`config.mk`:
```
export PLATFORM = sky130hd
export DESIGN_NAME = rob_dispatch_buffer
export DESIGN_NICKNAME = d
export VERILOG_FILES = /design/src/rtl/rob_pkg.sv /design/src/rtl/uop_pkg.sv /design/src/rtl/rob_dispatch_buffer.sv
export SDC_FILE = /design/constraint.sdc
export NUM_CORES = 1
export LEC_CHECK = 0
export BUFFER_PORTS_ARGS = -buffer_cell sky130_fd_sc_hd__buf_4
export CAP_MARGIN = 15
export CORE_ASPECT_RATIO = 0.6
export CORE_MARGIN = 3
export CORE_UTILIZATION = 61
export DETAILED_ROUTE_END_ITERATION = 10
export GPL_ROUTABILITY_DRIVEN = 0
export PLACE_DENSITY = 0.82
export SYNTH_ARGS = -nofsm -noshare
export SYNTH_HDL_FRONTEND = slang
export SYNTH_SLANG_ARGS = --single-unit
export TNS_END_PERCENT = 10
```
`constraint.sdc`:
```
create_clock -name clk_in -period 4.4 [get_ports clk_in]
set_clock_uncertainty 0.05 [all_clocks]
set_input_delay 0.66 -clock clk_in [delete_from_list [all_inputs] [get_ports clk_in]]
set_output_delay 0.66 -clock clk_in [all_outputs]
set_load 0.03 [all_outputs]
```
`src/rtl/rob_pkg.sv`:
```
// Reorder-buffer types and sizing shared by dispatch and the ROB itself.
package rob_pkg;
  localparam int ROB_ENTRIES        = 16;
  localparam int DISPATCH_BUF_DEPTH = 8;

  typedef enum logic [1:0] {
    ST_EMPTY = 2'd0,
    ST_WAIT  = 2'd1,
    ST_READY = 2'd2,
    ST_DONE  = 2'd3
  } rob_status_e;

  typedef struct packed {
    rob_status_e status;
    logic [5:0]  dst_preg;
    logic [5:0]  old_preg;
    logic [15:0] pc;
  } rob_entry;
endpackage

```
`src/rtl/uop_pkg.sv`:
```
// Front-end micro-op constants shared by the rename and dispatch stages.
package uop_pkg;
  localparam int INSTR_Q_WIDTH = 2;
endpackage

```
`src/rtl/rob_dispatch_buffer.sv`:
```
// Decoupling FIFO between rename and ROB enqueue; moves up to Q_WIDTH entries per side per cycle.
// Optional stall perf counter enabled by defining DISPATCH_PERF_CNT_EN.
module rob_dispatch_buffer
  import rob_pkg::*;
#(
  parameter int Q_WIDTH   = uop_pkg::INSTR_Q_WIDTH,
  parameter int BUF_DEPTH = DISPATCH_BUF_DEPTH,
  parameter int ROB_DEPTH = ROB_ENTRIES
) (
  input  logic                               clk_in,
  input  logic                               rst_N_in,
  input  logic                               flush_in,
  input  rob_entry [Q_WIDTH-1:0]             ren_entries_in,
  input  logic [$clog2(Q_WIDTH+1)-1:0]       ren_count_in,
  output logic                               ren_ready_out,
  input  logic [$clog2(ROB_DEPTH)-1:0]       rob_size_in,
  output rob_entry [Q_WIDTH-1:0]             rob_entries_out,
  output logic [$clog2(Q_WIDTH+1)-1:0]       rob_enq_out,
`ifdef DISPATCH_PERF_CNT_EN
  output logic [$clog2(BUF_DEPTH+1)-1:0]     occupancy_out,
  output logic [31:0]                        stall_cycles_out
`else
  output logic [$clog2(BUF_DEPTH+1)-1:0]     occupancy_out
`endif
);

  localparam int CNT_W = $clog2(Q_WIDTH+1);
  localparam int OCC_W = $clog2(BUF_DEPTH+1);
  localparam int PTR_W = $clog2(BUF_DEPTH);

  logic [PTR_W-1:0] head_q, head_d, tail_q, tail_d;
  logic [OCC_W-1:0] occ_q, occ_d;
  rob_entry         mem_q [BUF_DEPTH];
  rob_entry         mem_d [BUF_DEPTH];
  logic [CNT_W-1:0] enq, acc;
  logic             ready;

  always_comb begin : ctrl
    logic [31:0] free_w;
    logic [31:0] lim_w;
    ready = rst_N_in && !flush_in &&
            ((32'(BUF_DEPTH) - 32'(occ_q)) >= 32'(Q_WIDTH));
    // The ROB keeps one slot spare, so it is full at ROB_DEPTH-1 entries.
    if (32'(rob_size_in) >= 32'(ROB_DEPTH - 1)) free_w = '0;
    else free_w = 32'(ROB_DEPTH - 1) - 32'(rob_size_in);
    lim_w = 32'(occ_q);
    if (32'(Q_WIDTH) < lim_w) lim_w = 32'(Q_WIDTH);
    if (free_w < lim_w) lim_w = free_w;
    enq = (rst_N_in && !flush_in) ? CNT_W'(lim_w) : '0;
    acc = '0;
    if (ready) acc = (32'(ren_count_in) > 32'(Q_WIDTH)) ? CNT_W'(Q_WIDTH) : ren_count_in;
  end

  always_comb begin : wr_path
    rob_entry ent;
    ent   = '0;
    mem_d = mem_q;
    for (int i = 0; i < Q_WIDTH; i++) begin
      if (i < int'(acc)) begin
        ent        = ren_entries_in[i];
        ent.status = ST_READY;
        mem_d[tail_q + PTR_W'(i)] = ent;
      end
    end
  end

  always_comb begin : rd_path
    rob_entries_out = '0;
    for (int i = 0; i < Q_WIDTH; i++) begin
      if (i < int'(enq)) rob_entries_out[i] = mem_q[head_q + PTR_W'(i)];
    end
  end

  always_comb begin : ptr_next
    head_d = head_q + PTR_W'(enq);
    tail_d = tail_q + PTR_W'(acc);
    occ_d  = occ_q + OCC_W'(acc) - OCC_W'(enq);
    if (flush_in) begin
      head_d = '0;
      tail_d = '0;
      occ_d  = '0;
    end
  end

  always_ff @(posedge clk_in) begin
    if (!rst_N_in) begin
      head_q <= '0;
      tail_q <= '0;
      occ_q  <= '0;
    end else begin
      head_q <= head_d;
      tail_q <= tail_d;
      occ_q  <= occ_d;
    end
  end

  // Entry storage is never reset; occupancy alone decides what is valid.
  always_ff @(posedge clk_in) begin
    mem_q <= mem_d;
  end

`ifdef DISPATCH_PERF_CNT_EN
  logic [31:0] stall_q, stall_d;

  always_comb begin
    stall_d = stall_q;
    if ((occ_q != '0) && (enq == '0) && !flush_in && (stall_q != '1))
      stall_d = stall_q + 32'd1;
  end

  always_ff @(posedge clk_in) begin
    if (!rst_N_in) stall_q <= '0;
    else stall_q <= stall_d;
  end

  assign stall_cycles_out = stall_q;
`endif

  assign ren_ready_out = ready;
  assign rob_enq_out   = enq;
  assign occupancy_out = occ_q;

endmodule
```
==> PnR_summary.wiki <==
{| class="wikitable"
! Metric !! Value
|-
| Final hold violation count || 0
|-
| # IOs || 136
|-
| Total negative slack for setup checks || 0 ns
|-
| Placed cell areas || 15800 sq um
|-
| Met3 track demand over resource in global routing || 0.112
|-
| Main flop type after synthesis || sky130_fd_sc_hd__dfxtp_1
|-
| Largest family of logic cells by synthesized area || compound AO/OA/AOI/OAI gates
|-
| Measured slew at the worst slew-check pin || 1.19 ns
|-
| Utilization of the core after routing || 0.711
|-
| Most common cell after layout, fill and taps aside || sky130_fd_sc_hd__dfxtp_1
|-
| GR peak layer || met2
|-
| Max-cap violations || 0
|-
| Number of placement rows || 43
|-
| CP endpoint kind || output pin
|-
| Fraction of power spent switching nets || 0.367
|-
| Via count of the routed design || 14.2k
|-
| Crit-path slowest cell || sky130_fd_sc_hd__dfxtp_1
|-
| Parity-gate share of the synthesized area counting xor and xnor cells || 0.00474
|-
| Count of unique library cells instantiated by Yosys || 51
|-
| Sequential cell area in the final layout || 5010 sq um
|-
| Area growth from synthesis to layout || 12.8%
|-
| Mux share of post-synthesis cell area || 0.203
|-
| Syn_area_per_cell || 9.29 sq um
|-
| Fraction of final layout cells with drive strength greater than 1 || 0.227
|-
| Shortest period the worst path allows || 4.25 ns
|-
| Sequence of cells on the critical path || inv_1 -> ha_1 -> nand2b_1 -> nor2_1 -> ha_1 -> or3_1 -> a21oi_1 -> or4_1 -> nand3_2 -> buf_6 -> a21oi_1 -> buf_4
|-
| RSZ-0062 raised after global routing || false
|-
| First-pass GRT wire length || 77700 um
|-
| Proportion of power drawn by flip-flops and latches || 0.364
|-
| Proportion of synthesized flip-flops having asynchronous set or reset || 0
|-
| Endpoint arrival time on the critical path || 3.54 ns
|-
| Worst slack at placement || 0.653 ns
|-
| Effective utilization at floorplan || 0.630
|-
| Footprint of the multi-input gates || 9070 sq um
|-
| Status || finished, final reports clean
|-
| Initial antenna violation count || 1
|-
| CTS tree || yes
|-
| Most frequent cells in the layout || 247 x sky130_fd_sc_hd__dfxtp_1, 197 x sky130_fd_sc_hd__a21oi_1, 183 x sky130_fd_sc_hd__nor2_1
|-
| Number of synthesized flops with an enable pin || 0
|-
| Maximum vdd ir drop || between 0.0003 and 0.0004 V
|-
| Net Sw Power || 3.20 mW
|-
| Worst-path clk slew || 0.07 ns
|-
| Initial drt markers || 2018
|-
| # fillers || 1780
|-
| Synthesized-area fraction occupied by and/or/nand/nor cells || 0.127
|-
| Final number of max-transition violations || 0
|-
| Total Die Area || 26200 sq um
|-
| Die height || about 130 um
|-
| Maximum clock frequency || around 0.24 GHz
|-
| Final-report setup violation count || 0
|-
| Drt pass-1 iters || 6
|-
| Number of instances in the synthesized netlist || 1591
|-
| Final non-filler cell area || 16700 sq um
|-
| Startpoint kind of the worst setup timing path || flop
|-
| Summed instance area of the synthesized netlist || around 15000 sq um
|-
| Internal power contribution || 5.52 mW
|-
| # DRC || 0
|-
| Warning count from the yosys run || 0
|-
| Fraction of the mapped netlist area in adder cells || 0.0190
|-
| Clock latency on the worst-skew pair || about 0.52 ns
|-
| Vias in the first global route || 13.8k
|-
| Synthesized Nets || ~1.7k
|-
| Combinational power share || 0.386
|-
| Root Buffer Master || sky130_fd_sc_hd__clkbuf_16
|-
| Die Wd || a little over 200 um
|-
| Maximum single-stage delay on the critical path || 0.46 ns
|-
| Clock Power Share || 0.250
|-
| Biggest fanout along the worst timing path || 31
|-
| Area fraction in compound gates after synthesis || 0.243
|-
| Mean routed wirelength per cell || 26.2 um
|-
| Cts bufs inserted || 24
|-
| Overall fraction of global-route tracks in use || 0.377
|-
| Buffers on Ports || between 100 and 150
|-
| Leakage dissipation || 6.20 nW
|-
| Post-route antenna net violation count || 0
|-
| Met1 usage in global routing || 0.533
|-
| Worst-case clock buffer depth || 3
|-
| Power density cells || 523 nW/um^2
|-
| Met2 Track Usage GR || 0.556
|-
| Global-route congestion overflow total || 0
|-
| Setup slack after layout || roughly 0.15 ns
|-
| Worst relative slew slack || 0.206
|-
| Number of hold-repair buffers added at the cts stage || 0
|-
| Largest net degree at the start of global routing || roughly 120
|-
| Floorplan core area || 23500 sq um
|-
| Required @ worst endpoint || 3.69 ns
|-
| Number of levels the H-tree was split into || 1
|-
| Detailed-route wire length || a little over 50000 um
|-
| Post-synthesis sequential area ratio || 0.339
|-
| Dpl hpwl || 29400 um
|-
| Class of the most critical setup path || flop to output pin
|-
| Fin crit share || 0.965
|-
| Number of nets in the finished design || 1684
|-
| Path class of the lowest-slack min-delay path || input pin to flop
|-
| CTS Sinks || 250
|-
| Via density per instance || 7.38
|-
| Flip-flop and latch count after synthesis || 250
|}
-- layout make-up --
class | count | share of cell area
clock buffer | 35 | 0.0428
inverter | 16 | 0.00360
sequential | 250 | 0.301
antenna | 1 | 0.000150
clock inverter | 8 | 0.00623
tap | 315 | 0.0236
timing repair buffer | 169 | 0.0786
multi-input combinational | 1134 | 0.544
-- Yosys cell counts (3+ instances only) --
cell,count,share of area
sky130_fd_sc_hd__a21oi_1,199,0.067
sky130_fd_sc_hd__nor3_1,34,0.012
sky130_fd_sc_hd__mux2i_1,30,0.020
sky130_fd_sc_hd__xor2_1,4,0.0024
sky130_fd_sc_hd__inv_1,15,0.0038
sky130_fd_sc_hd__dfxtp_1,250,0.34
sky130_fd_sc_hd__nand3b_1,9,0.0046
sky130_fd_sc_hd__a32oi_1,58,0.034
sky130_fd_sc_hd__nor2_1,183,0.046
sky130_fd_sc_hd__a31oi_1,58,0.025
sky130_fd_sc_hd__clkbuf_1,52,0.013
sky130_fd_sc_hd__o211ai_2,8,0.0068
sky130_fd_sc_hd__and2_1,6,0.0025
sky130_fd_sc_hd__buf_4,7,0.0036
sky130_fd_sc_hd__and3_1,9,0.0038
sky130_fd_sc_hd__nand2_1,182,0.046
sky130_fd_sc_hd__o21ai_2,3,0.0018
sky130_fd_sc_hd__mux4_2,120,0.18
sky130_fd_sc_hd__ha_1,16,0.014
sky130_fd_sc_hd__a2bb2oi_1,160,0.095
sky130_fd_sc_hd__nor4_1,4,0.0017
sky130_fd_sc_hd__buf_1,34,0.0086
sky130_fd_sc_hd__xnor2_1,4,0.0024
sky130_fd_sc_hd__buf_2,94,0.032
sky130_fd_sc_hd__nand2b_1,4,0.0017
sky130_fd_sc_hd__buf_6,4,0.0030
sky130_fd_sc_hd__fa_1,4,0.0054
sky130_fd_sc_hd__o21a_1,7,0.0036
sky130_fd_sc_hd__o21ai_1,7,0.0024
-- logic make-up after synthesis --
logic type	after synthesis
flops	250
buf+inv	207
mux	150
xor+xnor	8
simple gates	444
fa+ha+maj	20
compound gates	512
-- power by group through the flow --
stage | registers [mW] | clock network (mW) | logic (mW)
6_report | 3.18 | 2.18 | 3.36
5_1_grt | 3.22 | 2.28 | 3.58
4_1_cts | 3.16 | 2.18 | 3.30
3_5_place_dp | 3.20 | 0 | 3.28
3_3_place_gp | 3.16 | 0 | 3.18
2_1_floorplan | 3.08 | 0 | 2.33
-- path summary, 6_finish.rpt --
kind / start / endpoint / slack, ns / depth (start not counted)
worst max-delay path: occupancy_out[2] / rob_entries_out[59] / 0.15 / 12
worst min-delay path: ren_entries_in[54] / mem_q[54] / 0.39 / 2
worst min register to register: mem_q[72] / mem_q[72] / 0.42 / 2
worst max register to register: occupancy_out[0] / occupancy_out[3] / 0.62 / 12
-- stage by stage --
stage                     power, mW  std cells  hold WS, ns
after floorplan                5.41       1591        0.377
after global placement         6.33       1884        0.391
final                          8.72       1928        0.387
after global routing           9.08       1927        0.396
after CTS                      8.64       1927        0.375
after detailed placement       6.48       1884        0.402
-- routing by layer --
layer | wire length, um | part of all wire | vias to the layer above
li1 | - | - | 5997
met1 | 18900 | 0.37 | 6722
met2 | 21800 | 0.43 | 1324
met3 | 8370 | 0.17 | 175
met4 | 1520 | 0.030 | 2
met5 | 13 | 0.00026 | -
-- critical path, delay by kind of cell (launching register included) --
kind                       cells  cell delay, ns
and+or+nand+nor                5            0.93
buffers and inverters          3            0.66
AOI/OAI and AO/OA              2            0.52
DFF                            1            0.46
adders and majority gates      2            0.44
-- registers in the layout (all words and copies together), names as in the netlist --
name	flops
occupancy_out	4
mem_q	240
head_q	3
tail_q	3
-- what timing repair did --
item / 4_1_cts / 5_1_grt
endpoints found under the hold margin: 0 / 0
buffers inserted: 0 / 0
resized for setup: 0 / 2
endpoints found under the setup margin: 0 / 15
Note: power is estimated with default switching activity, not from simulation.
